$ cat src/rtl/mem_access_unit_pkg.sv
`default_nettype none
// ============================================================================
//  Module      : mem_access_pkg
//  Description : Shared types and constants for the MEM-stage load/store unit:
//                FSM state encoding, access size codes, byte-lane geometry
//                and the alignment/size fault helper.
//  Revision    : 1.0 - initial release
// ============================================================================
package mem_access_pkg;

    // Byte-lane geometry of the 32-bit data word (little-endian lanes)
    localparam int c_LANE_W    = 8;
    localparam int c_NUM_LANES = 4;
    localparam int c_WORD_W    = c_LANE_W * c_NUM_LANES;
    localparam int c_HALF_W    = 2 * c_LANE_W;

    // Access size codes carried on req_size
    localparam logic [1:0] SZ_B    = 2'b00;
    localparam logic [1:0] SZ_H    = 2'b01;
    localparam logic [1:0] SZ_W    = 2'b10;
    localparam logic [1:0] SZ_RSVD = 2'b11;

    // Controller states
    typedef enum logic [1:0] {
        ST_IDLE = 2'b00,
        ST_RD   = 2'b01,
        ST_WR   = 2'b10,
        ST_DONE = 2'b11
    } state_t;

    // Misaligned half/word or reserved size code
    function automatic logic size_fault(input logic [1:0] sz, input logic [1:0] lo);
        case (sz)
            SZ_B:    return 1'b0;
            SZ_H:    return lo[0];
            SZ_W:    return (lo != 2'b00);
            default: return 1'b1;
        endcase
    endfunction

endpackage
`default_nettype wire

$ cat src/rtl/mem_access_unit_if.sv
`default_nettype none
// ============================================================================
//  Module      : mem_access_unit_if
//  Description : Request/response channel between the pipeline and the
//                load/store unit, plus the word-wide data memory port.
//                master : the load/store unit (drives memory strobes)
//                slave  : the environment (pipeline requester + memory)
//  Revision    : 1.0 - initial release
// ============================================================================
interface mem_access_unit_if #(
    parameter int DATA_W = 32,
    parameter int ADDR_W = 32
);
    // Request channel
    logic              req_valid;
    logic              req_ready;
    logic              req_store;
    logic [1:0]        req_size;
    logic              req_signed;
    logic [ADDR_W-1:0] req_addr;
    logic [DATA_W-1:0] req_wdata;
    // Response
    logic              resp_valid;
    logic              resp_err;
    logic [DATA_W-1:0] load_data;
    // Data memory port
    logic              memRead;
    logic              memWrite;
    logic [ADDR_W-1:0] Address;
    logic [DATA_W-1:0] writeData;
    logic [DATA_W-1:0] readData;

    modport master (
        input  req_valid, req_store, req_size, req_signed, req_addr, req_wdata,
        output req_ready, resp_valid, resp_err, load_data,
        output memRead, memWrite, Address, writeData,
        input  readData
    );

    modport slave (
        output req_valid, req_store, req_size, req_signed, req_addr, req_wdata,
        input  req_ready, resp_valid, resp_err, load_data,
        input  memRead, memWrite, Address, writeData,
        output readData
    );
endinterface
`default_nettype wire

$ cat src/rtl/mem_access_unit_lane_align.sv
`default_nettype none
// ============================================================================
//  Module      : mem_lane_align
//  Description : Combinational byte-lane steering. Extracts and extends the
//                addressed lane(s) of a read word for loads, and merges store
//                data into the addressed lane(s) of the read word for stores.
//  Revision    : 1.0 - initial release
// ============================================================================
module mem_lane_align
    import mem_access_pkg::*;
(
    input  wire logic [1:0]          addr_lo_i,
    input  wire logic [1:0]          size_i,
    input  wire logic                signed_i,
    input  wire logic [c_WORD_W-1:0] readData_i,
    input  wire logic [c_WORD_W-1:0] wdata_i,
    output logic      [c_WORD_W-1:0] load_data_o,
    output logic      [c_WORD_W-1:0] merged_o
);

    logic [c_LANE_W-1:0] w_byte;
    logic [c_HALF_W-1:0] w_half;

    // Select the addressed byte and half-word from the read word
    always_comb begin
        w_byte = readData_i[c_LANE_W*addr_lo_i +: c_LANE_W];
        w_half = addr_lo_i[1] ? readData_i[c_WORD_W-1:c_HALF_W]
                              : readData_i[c_HALF_W-1:0];
    end

    // Sign- or zero-extend the extracted lane(s); word loads pass straight through
    always_comb begin
        load_data_o = readData_i;
        case (size_i)
            SZ_B:    load_data_o = {{(c_WORD_W-c_LANE_W){signed_i & w_byte[c_LANE_W-1]}}, w_byte};
            SZ_H:    load_data_o = {{(c_WORD_W-c_HALF_W){signed_i & w_half[c_HALF_W-1]}}, w_half};
            default: load_data_o = readData_i;
        endcase
    end

    // Replace only the addressed lane(s) of the read word with low store data bits
    always_comb begin
        merged_o = readData_i;
        case (size_i)
            SZ_B:    merged_o[c_LANE_W*addr_lo_i +: c_LANE_W] = wdata_i[c_LANE_W-1:0];
            SZ_H:    merged_o[c_HALF_W*addr_lo_i[1] +: c_HALF_W] = wdata_i[c_HALF_W-1:0];
            default: merged_o = wdata_i;
        endcase
    end

endmodule
`default_nettype wire

$ cat src/rtl/mem_access_unit.sv
`default_nettype none
// ============================================================================
//  Module      : mem_access_unit
//  Description : MEM-stage load/store initiator. Every accepted request does
//                one aligned word read; stores follow it with a write of the
//                merged word at the same address. Faulty requests complete
//                one cycle after acceptance without touching memory.
//  Revision    : 1.0 - initial release
// ============================================================================
module mem_access_unit
    import mem_access_pkg::*;
#(
    parameter int DATA_W    = 32,
    parameter int ADDR_W    = 32,
    parameter int MEM_DEPTH = 65536
) (
    input  wire logic      clk,
    input  wire logic      rst_n,
    mem_access_unit_if.master bus
);

    state_t              state_q, state_d;

    logic                store_q;
    logic [1:0]          size_q;
    logic                signed_q;
    logic [1:0]          addr_lo_q;
    logic [DATA_W-1:0]   wdata_q;
    logic [ADDR_W-1:0]   address_q;
    logic [DATA_W-1:0]   write_data_q;
    logic [DATA_W-1:0]   load_data_q;
    logic                resp_err_q;

    logic                w_accept;
    logic                w_req_err;
    logic [DATA_W-1:0]   w_load_ext;
    logic [DATA_W-1:0]   w_merged;

    // Request acceptance and fault classification (range limit keeps the whole word in memory)
    always_comb begin
        w_accept  = bus.req_valid && (state_q == ST_IDLE);
        w_req_err = size_fault(bus.req_size, bus.req_addr[1:0])
                 || (bus.req_addr >= ADDR_W'(MEM_DEPTH - 3));
    end

    mem_lane_align u_lane_align (
        .addr_lo_i   (addr_lo_q),
        .size_i      (size_q),
        .signed_i    (signed_q),
        .readData_i  (bus.readData),
        .wdata_i     (wdata_q),
        .load_data_o (w_load_ext),
        .merged_o    (w_merged)
    );

    // State register
    always_ff @(posedge clk or negedge rst_n) begin
        if (!rst_n) begin
            state_q <= ST_IDLE;
        end else begin
            state_q <= state_d;
        end
    end

    // Next-state: read always precedes write so the write lands on the same address
    always_comb begin
        state_d = state_q;
        case (state_q)
            ST_IDLE: begin
                if (w_accept) begin
                    state_d = w_req_err ? ST_DONE : ST_RD;
                end
            end
            ST_RD:   state_d = store_q ? ST_WR : ST_DONE;
            ST_WR:   state_d = ST_DONE;
            ST_DONE: state_d = ST_IDLE;
            default: state_d = ST_IDLE;
        endcase
    end

    // Outputs decoded from state; strobes drop as soon as reset forces IDLE
    always_comb begin
        bus.req_ready  = (state_q == ST_IDLE);
        bus.memRead    = (state_q == ST_RD);
        bus.memWrite   = (state_q == ST_WR);
        bus.resp_valid = (state_q == ST_DONE);
        bus.resp_err   = resp_err_q;
        bus.load_data  = load_data_q;
        bus.Address    = address_q;
        bus.writeData  = write_data_q;
    end

    // Request latch on accept, then load result or merged store word captured in RD
    always_ff @(posedge clk or negedge rst_n) begin
        if (!rst_n) begin
            store_q      <= 1'b0;
            size_q       <= SZ_B;
            signed_q     <= 1'b0;
            addr_lo_q    <= 2'b00;
            wdata_q      <= '0;
            address_q    <= '0;
            write_data_q <= '0;
            load_data_q  <= '0;
            resp_err_q   <= 1'b0;
        end else begin
            if (w_accept) begin
                store_q    <= bus.req_store;
                size_q     <= bus.req_size;
                signed_q   <= bus.req_signed;
                addr_lo_q  <= bus.req_addr[1:0];
                wdata_q    <= bus.req_wdata;
                resp_err_q <= w_req_err;
                if (w_req_err) begin
                    load_data_q <= '0;
                end else begin
                    address_q <= {bus.req_addr[ADDR_W-1:2], 2'b00};
                end
            end
            if (state_q == ST_RD) begin
                if (store_q) begin
                    write_data_q <= w_merged;
                end else begin
                    load_data_q <= w_load_ext;
                end
            end
        end
    end

endmodule
`default_nettype wire

$ cat src/flat_wrapper.sv
// flat-port wrapper written by rule: the top's interface ports become plain ports
module mem_access_unit_flat import mem_access_pkg::*;
#(
    parameter int DATA_W    = 32,
    parameter int ADDR_W    = 32,
    parameter int MEM_DEPTH = 65536
)
  (clk, rst_n, bus_req_valid, bus_req_store, bus_req_size, bus_req_signed, bus_req_addr, bus_req_wdata, bus_req_ready, bus_resp_valid, bus_resp_err, bus_load_data, bus_memRead, bus_memWrite, bus_Address, bus_writeData, bus_readData);
  mem_access_unit_if #(.DATA_W(DATA_W), .ADDR_W(ADDR_W)) bus_i ();
  input  wire logic clk;
  input  wire logic rst_n;
  input wire logic [$bits(bus_i.req_valid)-1:0] bus_req_valid;
  input wire logic [$bits(bus_i.req_store)-1:0] bus_req_store;
  input wire logic [$bits(bus_i.req_size)-1:0] bus_req_size;
  input wire logic [$bits(bus_i.req_signed)-1:0] bus_req_signed;
  input wire logic [$bits(bus_i.req_addr)-1:0] bus_req_addr;
  input wire logic [$bits(bus_i.req_wdata)-1:0] bus_req_wdata;
  output wire logic [$bits(bus_i.req_ready)-1:0] bus_req_ready;
  output wire logic [$bits(bus_i.resp_valid)-1:0] bus_resp_valid;
  output wire logic [$bits(bus_i.resp_err)-1:0] bus_resp_err;
  output wire logic [$bits(bus_i.load_data)-1:0] bus_load_data;
  output wire logic [$bits(bus_i.memRead)-1:0] bus_memRead;
  output wire logic [$bits(bus_i.memWrite)-1:0] bus_memWrite;
  output wire logic [$bits(bus_i.Address)-1:0] bus_Address;
  output wire logic [$bits(bus_i.writeData)-1:0] bus_writeData;
  input wire logic [$bits(bus_i.readData)-1:0] bus_readData;
  assign bus_i.req_valid = bus_req_valid;
  assign bus_i.req_store = bus_req_store;
  assign bus_i.req_size = bus_req_size;
  assign bus_i.req_signed = bus_req_signed;
  assign bus_i.req_addr = bus_req_addr;
  assign bus_i.req_wdata = bus_req_wdata;
  assign bus_req_ready = bus_i.req_ready;
  assign bus_resp_valid = bus_i.resp_valid;
  assign bus_resp_err = bus_i.resp_err;
  assign bus_load_data = bus_i.load_data;
  assign bus_memRead = bus_i.memRead;
  assign bus_memWrite = bus_i.memWrite;
  assign bus_Address = bus_i.Address;
  assign bus_writeData = bus_i.writeData;
  assign bus_i.readData = bus_readData;
  mem_access_unit #(.DATA_W(DATA_W), .ADDR_W(ADDR_W), .MEM_DEPTH(MEM_DEPTH)) u_core (.clk(clk), .rst_n(rst_n), .bus(bus_i));
endmodule
$ cat config.mk
export PLATFORM = sky130hd
export DESIGN_NAME = mem_access_unit_flat
export DESIGN_NICKNAME = d
export VERILOG_FILES = /design/src/rtl/mem_access_unit_pkg.sv /design/src/rtl/mem_access_unit_if.sv /design/src/rtl/mem_access_unit_lane_align.sv /design/src/rtl/mem_access_unit.sv /design/src/flat_wrapper.sv
export SDC_FILE = /design/constraint.sdc
export NUM_CORES = 1
export LEC_CHECK = 0
export BUFFER_PORTS_ARGS = -buffer_cell sky130_fd_sc_hd__clkbuf_2
export CORE_MARGIN = 4
export CORE_UTILIZATION = 45
export DETAILED_ROUTE_END_ITERATION = 10
export PLACE_DENSITY = 0.79
export SKIP_CTS_REPAIR_TIMING = 1
export SYNTH_ARGS = -nofsm -noshare
export SYNTH_HDL_FRONTEND = slang
export SYNTH_SLANG_ARGS = --single-unit
$ cat constraint.sdc
create_clock -name clk -period 2.04 [get_ports clk]
set_clock_uncertainty 0.15 [all_clocks]
set_input_delay 0.102 -clock clk [delete_from_list [all_inputs] [get_ports clk]]
set_output_delay 0.102 -clock clk [all_outputs]
set_load 0.05 [all_outputs]
Word level (Yosys, flattened, before mapping)
Index checks and enable logic that the tools add are counted.
- mux-type cells: 14
- bitwise gates (word level): 3
- $lt $le $gt $ge: 1
- equality and inequality tests: 7
- add/subtract/negate cells: 2
- reduce and logical (&&, ||, !) cells: 8
- shift-type cells: 5
- operators by type and width (cell ; count):
    $mux W32 ; 4
    $pmux W32 S2 ; 2
    $neg A5 Y34 ; 2
    $bwmux W32 ; 2
    $shift A16 B34 Y32 const A ; 1
    $shift A8 B34 Y32 const A ; 1
    $shiftx A16 B34 Y32 ; 1
    $shiftx A8 B34 Y32 ; 1
    $ge A32 B16 Y1 const B ; 1
    $shiftx A32 B6 Y8 ; 1
    $mux W16 ; 1
    $pmux W2 S4 ; 1
    $eq A2 B1 Y1 const B ; 3
    $eq A2 B2 Y1 const B ; 3
    $logic_not A2 Y1 ; 3
    $mux W2 ; 2
    $reduce_and A2 Y1 ; 2
    $pmux W1 S3 ; 1
    $and A1 B1 Y1 ; 2
    $ne A2 B1 Y1 const B ; 1
    $reduce_bool A2 Y1 ; 1
    $logic_and A1 B1 Y1 ; 1
    $logic_or A1 B1 Y1 ; 1
    $mux W1 ; 1
    $not A1 Y1 ; 1
- bits of input ports: 103
- output and inout port bits: 101
- register bits: 135
- word-level logic and storage cells: 50

Longest topological paths before layout
- depth in word-level cells: 7
- depth in mapped cells: 10
- mapped depth without buffers: 7

Cells and area by module
Synthesis repeated with hierarchy kept, for this count alone.
- cells, all modules: 611
- area total of the unflattened synthesis: 7040.5 µm²
- modules (own cells, without submodules) (module ; seq. area each (µm²) ; times used ; cells each ; area an instance (µm²)):
    mem_access_unit ; 3378.2 ; 1 ; 358 ; 5357.6
    mem_lane_align ; 0.0 ; 1 ; 253 ; 1682.9

Worst setup path before layout
Ideal clock, no wire load.
- path kind: reg2reg
- start: reg u_core.state_q[0]
- end: reg u_core.addr_lo_q[0]
- data required time: 1.765 ns
- arrival: 2.070 ns
- library setup time: 0.125 ns
- path slack: -0.304 ns
- stages on the path, launching flop included: 7
- path buffers: 2
- cell sequence: dfrtp_1 inv_1 ha_1 nand2_1 clkbuf_1 buf_1 mux2_2
- cells in the longest elaborated chain, start to end: 2
- RTL lines (item ; line ; source):
    start: declaration ; mem_access_unit.sv:22 ; state_t state_q, state_d;
    start signal: assignment ; mem_access_unit.sv:61 ; state_q <= state_d;
    $logic_not A2 Y1 ; -- ;
    net bus_req_ready ; flat_wrapper.sv:18 ; output wire logic [$bits(bus_i.req_ready)-1:0] bus_req_ready;
    $logic_and A1 B1 Y1 ; mem_access_unit.sv:41 ; w_accept = bus.req_valid && (state_q == ST_IDLE);
    end signal: assignment ; mem_access_unit.sv:110 ; addr_lo_q <= bus.req_addr[1:0];
    end: declaration ; mem_access_unit.sv:27 ; logic [1:0] addr_lo_q;
The timed path passes the listed nets, and every way through them passes these cells.
A chain may end at the register's enable or synchronous reset.

Worst setup path after layout
- start: reg u_core.addr_lo_q[1]
- end: reg u_core.load_data_q[15], in the netlist u_core.bus.load_data[15]
- cells in the longest elaborated chain, start to end: 5
- elaborated cells on any way between the ends: 6
- classes of those cells: shift (1); mux (4); bitwise (1)
- RTL lines (item ; line ; source):
    $shiftx A32 B6 Y8 ; mem_access_unit_lane_align.sv:26 ; w_byte = readData_i[c_LANE_W*addr_lo_i +: c_LANE_W];
    $and A1 B1 Y1 ; mem_access_unit_lane_align.sv:35 ; SZ_B: load_data_o = {{(c_WORD_W-c_LANE_W){signed_i & w_byte[c_LANE_W-1]}}, w_byte};
    $pmux W32 S2 * ; mem_access_unit_lane_align.sv:34 ; case (size_i)
    $mux W32 * ; mem_access_unit.sv:120 ; if (store_q) begin
    $mux W32 * ; mem_access_unit.sv:119 ; if (state_q == ST_RD) begin
    end signal: assignment ; mem_access_unit.sv:123 ; load_data_q <= w_load_ext;
    end: declaration ; mem_access_unit.sv:31 ; logic [DATA_W-1:0] load_data_q;
Mark *: on every way between the ends. The rest lies on a longest branch, timed or not.

==> impl_results.md <==
- Outcome: finished with violations
- Failing checks: hold timing
- Fraction of final layout cells sized beyond drive strength 1: 0.373
- Final antenna diode count: 0
- Reported max-cap violation count: 0
- Worst Reg-to-Reg Cells: 5
- Number of nets still failing antenna checks after routing: 0
- Maximum number of pins on one net before global-route repair: 57
- Number of synthesis warnings: 0
- Class of the most critical hold timing path: in -> reg
- Period utilization: 0.973
- Setup repair after global routing missed its margin: true
- Number of levels in the clock H-tree: 4
- R2R Path Start: u_core.addr_lo_q[1]
- CTS tree: built
- Core region area: 0.0147 mm^2
- Setup Viol. Count Final: 0
- Row Count: 44
- Nature of the critical path endpoint: register
- Worst setup SP type: register
- Via count of the first global-routing pass: 6139
- Height of the chip: 131 um
- Worst setup margin: 56.1 ps
- Clock period minus final worst setup slack: 1980 ps
- GPL Wtd Cong: 0.886
- Number of detailed-routing iterations run before antenna repair: 6
- Number of filler instances in the final layout: 1108
- Dominant combinational cell family by area after synthesis: compound AO/OA/AOI/OAI gates
- Final cell area excluding filler cells: 0.00970 mm^2
- Actual transition at the worst max-transition pin: 774 ps
- IO Count: 204
- Slowest stage cell on the critical path: sky130_fd_sc_hd__mux4_2
- Drt via density: 5.88
- Commonest register cell after synthesis: sky130_fd_sc_hd__dfrtp_1
- Total global routing overflow: 0
- Net count, final: 1052
- Number of cells in the design after placement: 1034
- Clock-pin slew on the worst setup and hold paths: 60 ps
- Combined buffer and inverter count along the critical path: 1
- Static leakage: 4.68 nW
- Overall Global Routing Usage: 0.245
- Pwr per Cell Area: 1680 mW/mm^2
- Commonest cells after routing, fill and taps aside: sky130_fd_sc_hd__clkbuf_2, sky130_fd_sc_hd__dfrtp_1, sky130_fd_sc_hd__nor2_1
- Chain of cells forming the critical path: mux4_2 -> a31oi_2 -> buf_4 -> a221oi_1 -> a211o_1
- Clk buf depth: 2
- First-pass GRT wire length: 33600 um
- Maximum vdd drop: 0.000855 V
- Compound-gate portion of the synthesized area: 0.202
- Initial detailed-routing violation count: 673
- Gate Count Post-Synth: 663
- Average wire per cell in the routed design: 20.7 um
- Hold violation total from the final report: 2
- Most common cell after layout, fill and taps aside: sky130_fd_sc_hd__clkbuf_2
- Arrival time reported for the critical path endpoint: 2140 ps
- Post-synthesis share of cell area spent on full adders, half adders and majority gates: 0.0165
- Clk Tree Root Cell: sky130_fd_sc_hd__clkbuf_16
- Cell area after synthesis: 0.00684 mm^2
- Flop-to-flop setup slack: 60 ps
- Sink of the worst hold path: u_core.bus.load_data[27]
- Largest fanout on the critical path: 8
- Worst hold margin: -12.8 ps
- Die W: 131 um
- Dpl ws: -151 ps
- HPWL after DPL: 15700 um
- Share of synthesized flip-flops with an asynchronous set or reset: 1.00
- Kind of cell adding the most delay to the critical path: compound AO/OA/AOI/OAI gates
- TritonCTS buffer count: 17
- Worst Path Class, Setup: reg -> reg
- Overall routed net length: 23500 um
- Highest attainable clock frequency: 504 MHz
- Post-Layout Cell Count: 1135
- TNS Setup: 0 ps
- Die Outline Area: 0.0172 mm^2
- IO Port Bufs: 201
- Simple-Gate Fraction of Synth Area: 0.128
- Clock latency of the later-clocked register in the worst-skew pair: 420 ps
- Cell Area, Placed: 0.00829 mm^2
- Required time reported for the critical path endpoint: 2200 ps
- Worst Hold Launch: bus_readData[27]
- Register bit count reported by yosys: 135
- Delay of the slowest cell on the worst path: 530 ps
- Capture point of the worst reg-to-reg path: u_core.bus.load_data[15]
- Final Slew Violations: 0
- Via total after detailed routing: 6677
- Worst hold stages: 3
- Portion of netlist area occupied by mux cells: 0.106
- Post-synth cell types: 55
- Antenna violations before repair: 1
- Sequential cell area fraction in the yosys report: 0.494
- XOR/XNOR Fraction of Synth Area: 0
- Max-Slew Margin vs Limit: 0.484
- Initial standard-cell utilization of the core: 0.465
- Clock sink total: 135
- P&R area growth vs syn: 41.9%
- Number of enable flip-flop cells after synthesis: 0
- Mean instance size in the synthesized netlist: 10.3 um^2
- DRC viols: 0
- Overall power after layout: 16.3 mW
==> cell usage after synthesis (4+ instances only) <==
| library cell | number | area share |
|---|---|---|
| sky130_fd_sc_hd__dfrtp_1 | 135 | 0.49 |
| sky130_fd_sc_hd__nor2_1 | 84 | 0.046 |
| sky130_fd_sc_hd__a21oi_1 | 44 | 0.032 |
| sky130_fd_sc_hd__mux2_2 | 39 | 0.064 |
| sky130_fd_sc_hd__a221oi_1 | 33 | 0.042 |
| sky130_fd_sc_hd__clkbuf_1 | 33 | 0.018 |
| sky130_fd_sc_hd__o21ai_0 | 32 | 0.023 |
| sky130_fd_sc_hd__nand2_1 | 31 | 0.017 |
| sky130_fd_sc_hd__inv_1 | 26 | 0.014 |
| sky130_fd_sc_hd__nor2b_1 | 17 | 0.016 |
| sky130_fd_sc_hd__a211oi_1 | 16 | 0.018 |
| sky130_fd_sc_hd__a221o_1 | 16 | 0.023 |
| sky130_fd_sc_hd__buf_2 | 13 | 0.0095 |
| sky130_fd_sc_hd__mux2_4 | 10 | 0.022 |
| sky130_fd_sc_hd__ha_1 | 9 | 0.016 |
| sky130_fd_sc_hd__nand2b_1 | 9 | 0.0082 |
| sky130_fd_sc_hd__nand3_1 | 9 | 0.0066 |
| sky130_fd_sc_hd__mux2i_1 | 8 | 0.012 |
| sky130_fd_sc_hd__o221ai_1 | 7 | 0.0090 |
| sky130_fd_sc_hd__o22ai_1 | 7 | 0.0064 |
| sky130_fd_sc_hd__a22oi_1 | 6 | 0.0066 |
| sky130_fd_sc_hd__nor3_1 | 6 | 0.0044 |
| sky130_fd_sc_hd__a211o_1 | 5 | 0.0064 |
| sky130_fd_sc_hd__and3_1 | 5 | 0.0046 |
| sky130_fd_sc_hd__a2bb2oi_1 | 4 | 0.0051 |
| sky130_fd_sc_hd__buf_6 | 4 | 0.0066 |
| sky130_fd_sc_hd__nor4_1 | 4 | 0.0037 |
| sky130_fd_sc_hd__o21a_1 | 4 | 0.0044 |
| sky130_fd_sc_hd__o2bb2ai_1 | 4 | 0.0051 |
==> how the worst max path moves through the flow <==
stage / from / to / slack, ps / depth (start not counted)
finish: u_core.addr_lo_q[1] / u_core.bus.load_data[15] / 60 / 5
global route: u_core.addr_lo_q[1] / u_core.bus.writeData[25] / -40 / 8
CTS: u_core.addr_lo_q[1] / u_core.bus.writeData[23] / -210 / 5
detailed placement: u_core.addr_lo_q[1] / u_core.bus.writeData[24] / -150 / 5
global placement: u_core.addr_lo_q[1] / u_core.bus.writeData[28] / -110 / 5
floorplan: u_core.addr_lo_q[1] / u_core.bus.writeData[11] / 4 / 10
==> worst min-delay path, delay by kind of cell <==
kind	cells	cell delay, ps
buffers and inverters	1	150
AO/OA/AOI/OAI	2	250
==> report_power, final <==
group	total (mW)	internal, mW	switching (mW)	leakage, nW
sequential	4.72	3.72	0.997	1.66
clock	3.21	2.08	1.13	0.301
combinational	8.39	2.89	5.51	2.71
==> through the flow <==
| step | hold WS [ps] | utilization |
|---|---|---|
| after floorplan | -344 | - |
| after global placement | -40.2 | 0.564 |
| after detailed placement | -37.8 | 0.564 |
| after CTS | -483 | 0.605 |
| after global routing | -1.37 | 0.660 |
| final | -12.8 | 0.660 |
==> flip-flops by register name (all words and copies together), names as in the netlist <==
register / count
u_core.bus.writeData: 32
u_core.size_q: 2
u_core.state_q: 2
u_core.signed_q: 1
u_core.bus.load_data: 32
u_core.addr_lo_q: 2
u_core.wdata_q: 32
u_core.store_q: 1
u_core.bus.resp_err: 1
u_core.bus.Address: 30
==> cells by family (layout without fill, tap and decap cells) <==
family | after synthesis | in the layout
AND/OR/NAND/NOR | 183 | 183
AO/OA/AOI/OAI | 192 | 192
other | 1 | 2
buffers and inverters | 82 | 369
multiplexers | 61 | 61
flip-flops | 135 | 135
adder cells (fa/ha/maj) | 9 | 9
==> cell type report <==
cell class	instances	area (um^2)	share of cell area
Sequential cell	135	3380	0.349
Multi-Input combinational cell	447	3220	0.332
Timing Repair Buffer	313	2160	0.223
Clock buffer	20	457	0.0471
Tap cell	184	230	0.0237
Clock inverter	10	153	0.0157
Inverter	26	100	0.0103
==> routing by layer <==
layer  vias to the layer above  global-route usage  wire length, um  part of all wire
li1                       2984                   -                -                 -
met1                      3213               0.323             9100              0.39
met2                       401               0.392            11400              0.49
met3                        77              0.0627             1990             0.084
met4                         2              0.0898              991             0.042
met5                         -                   0               13           0.00055
No activity file was read; power rests on OpenSTA's default activity.
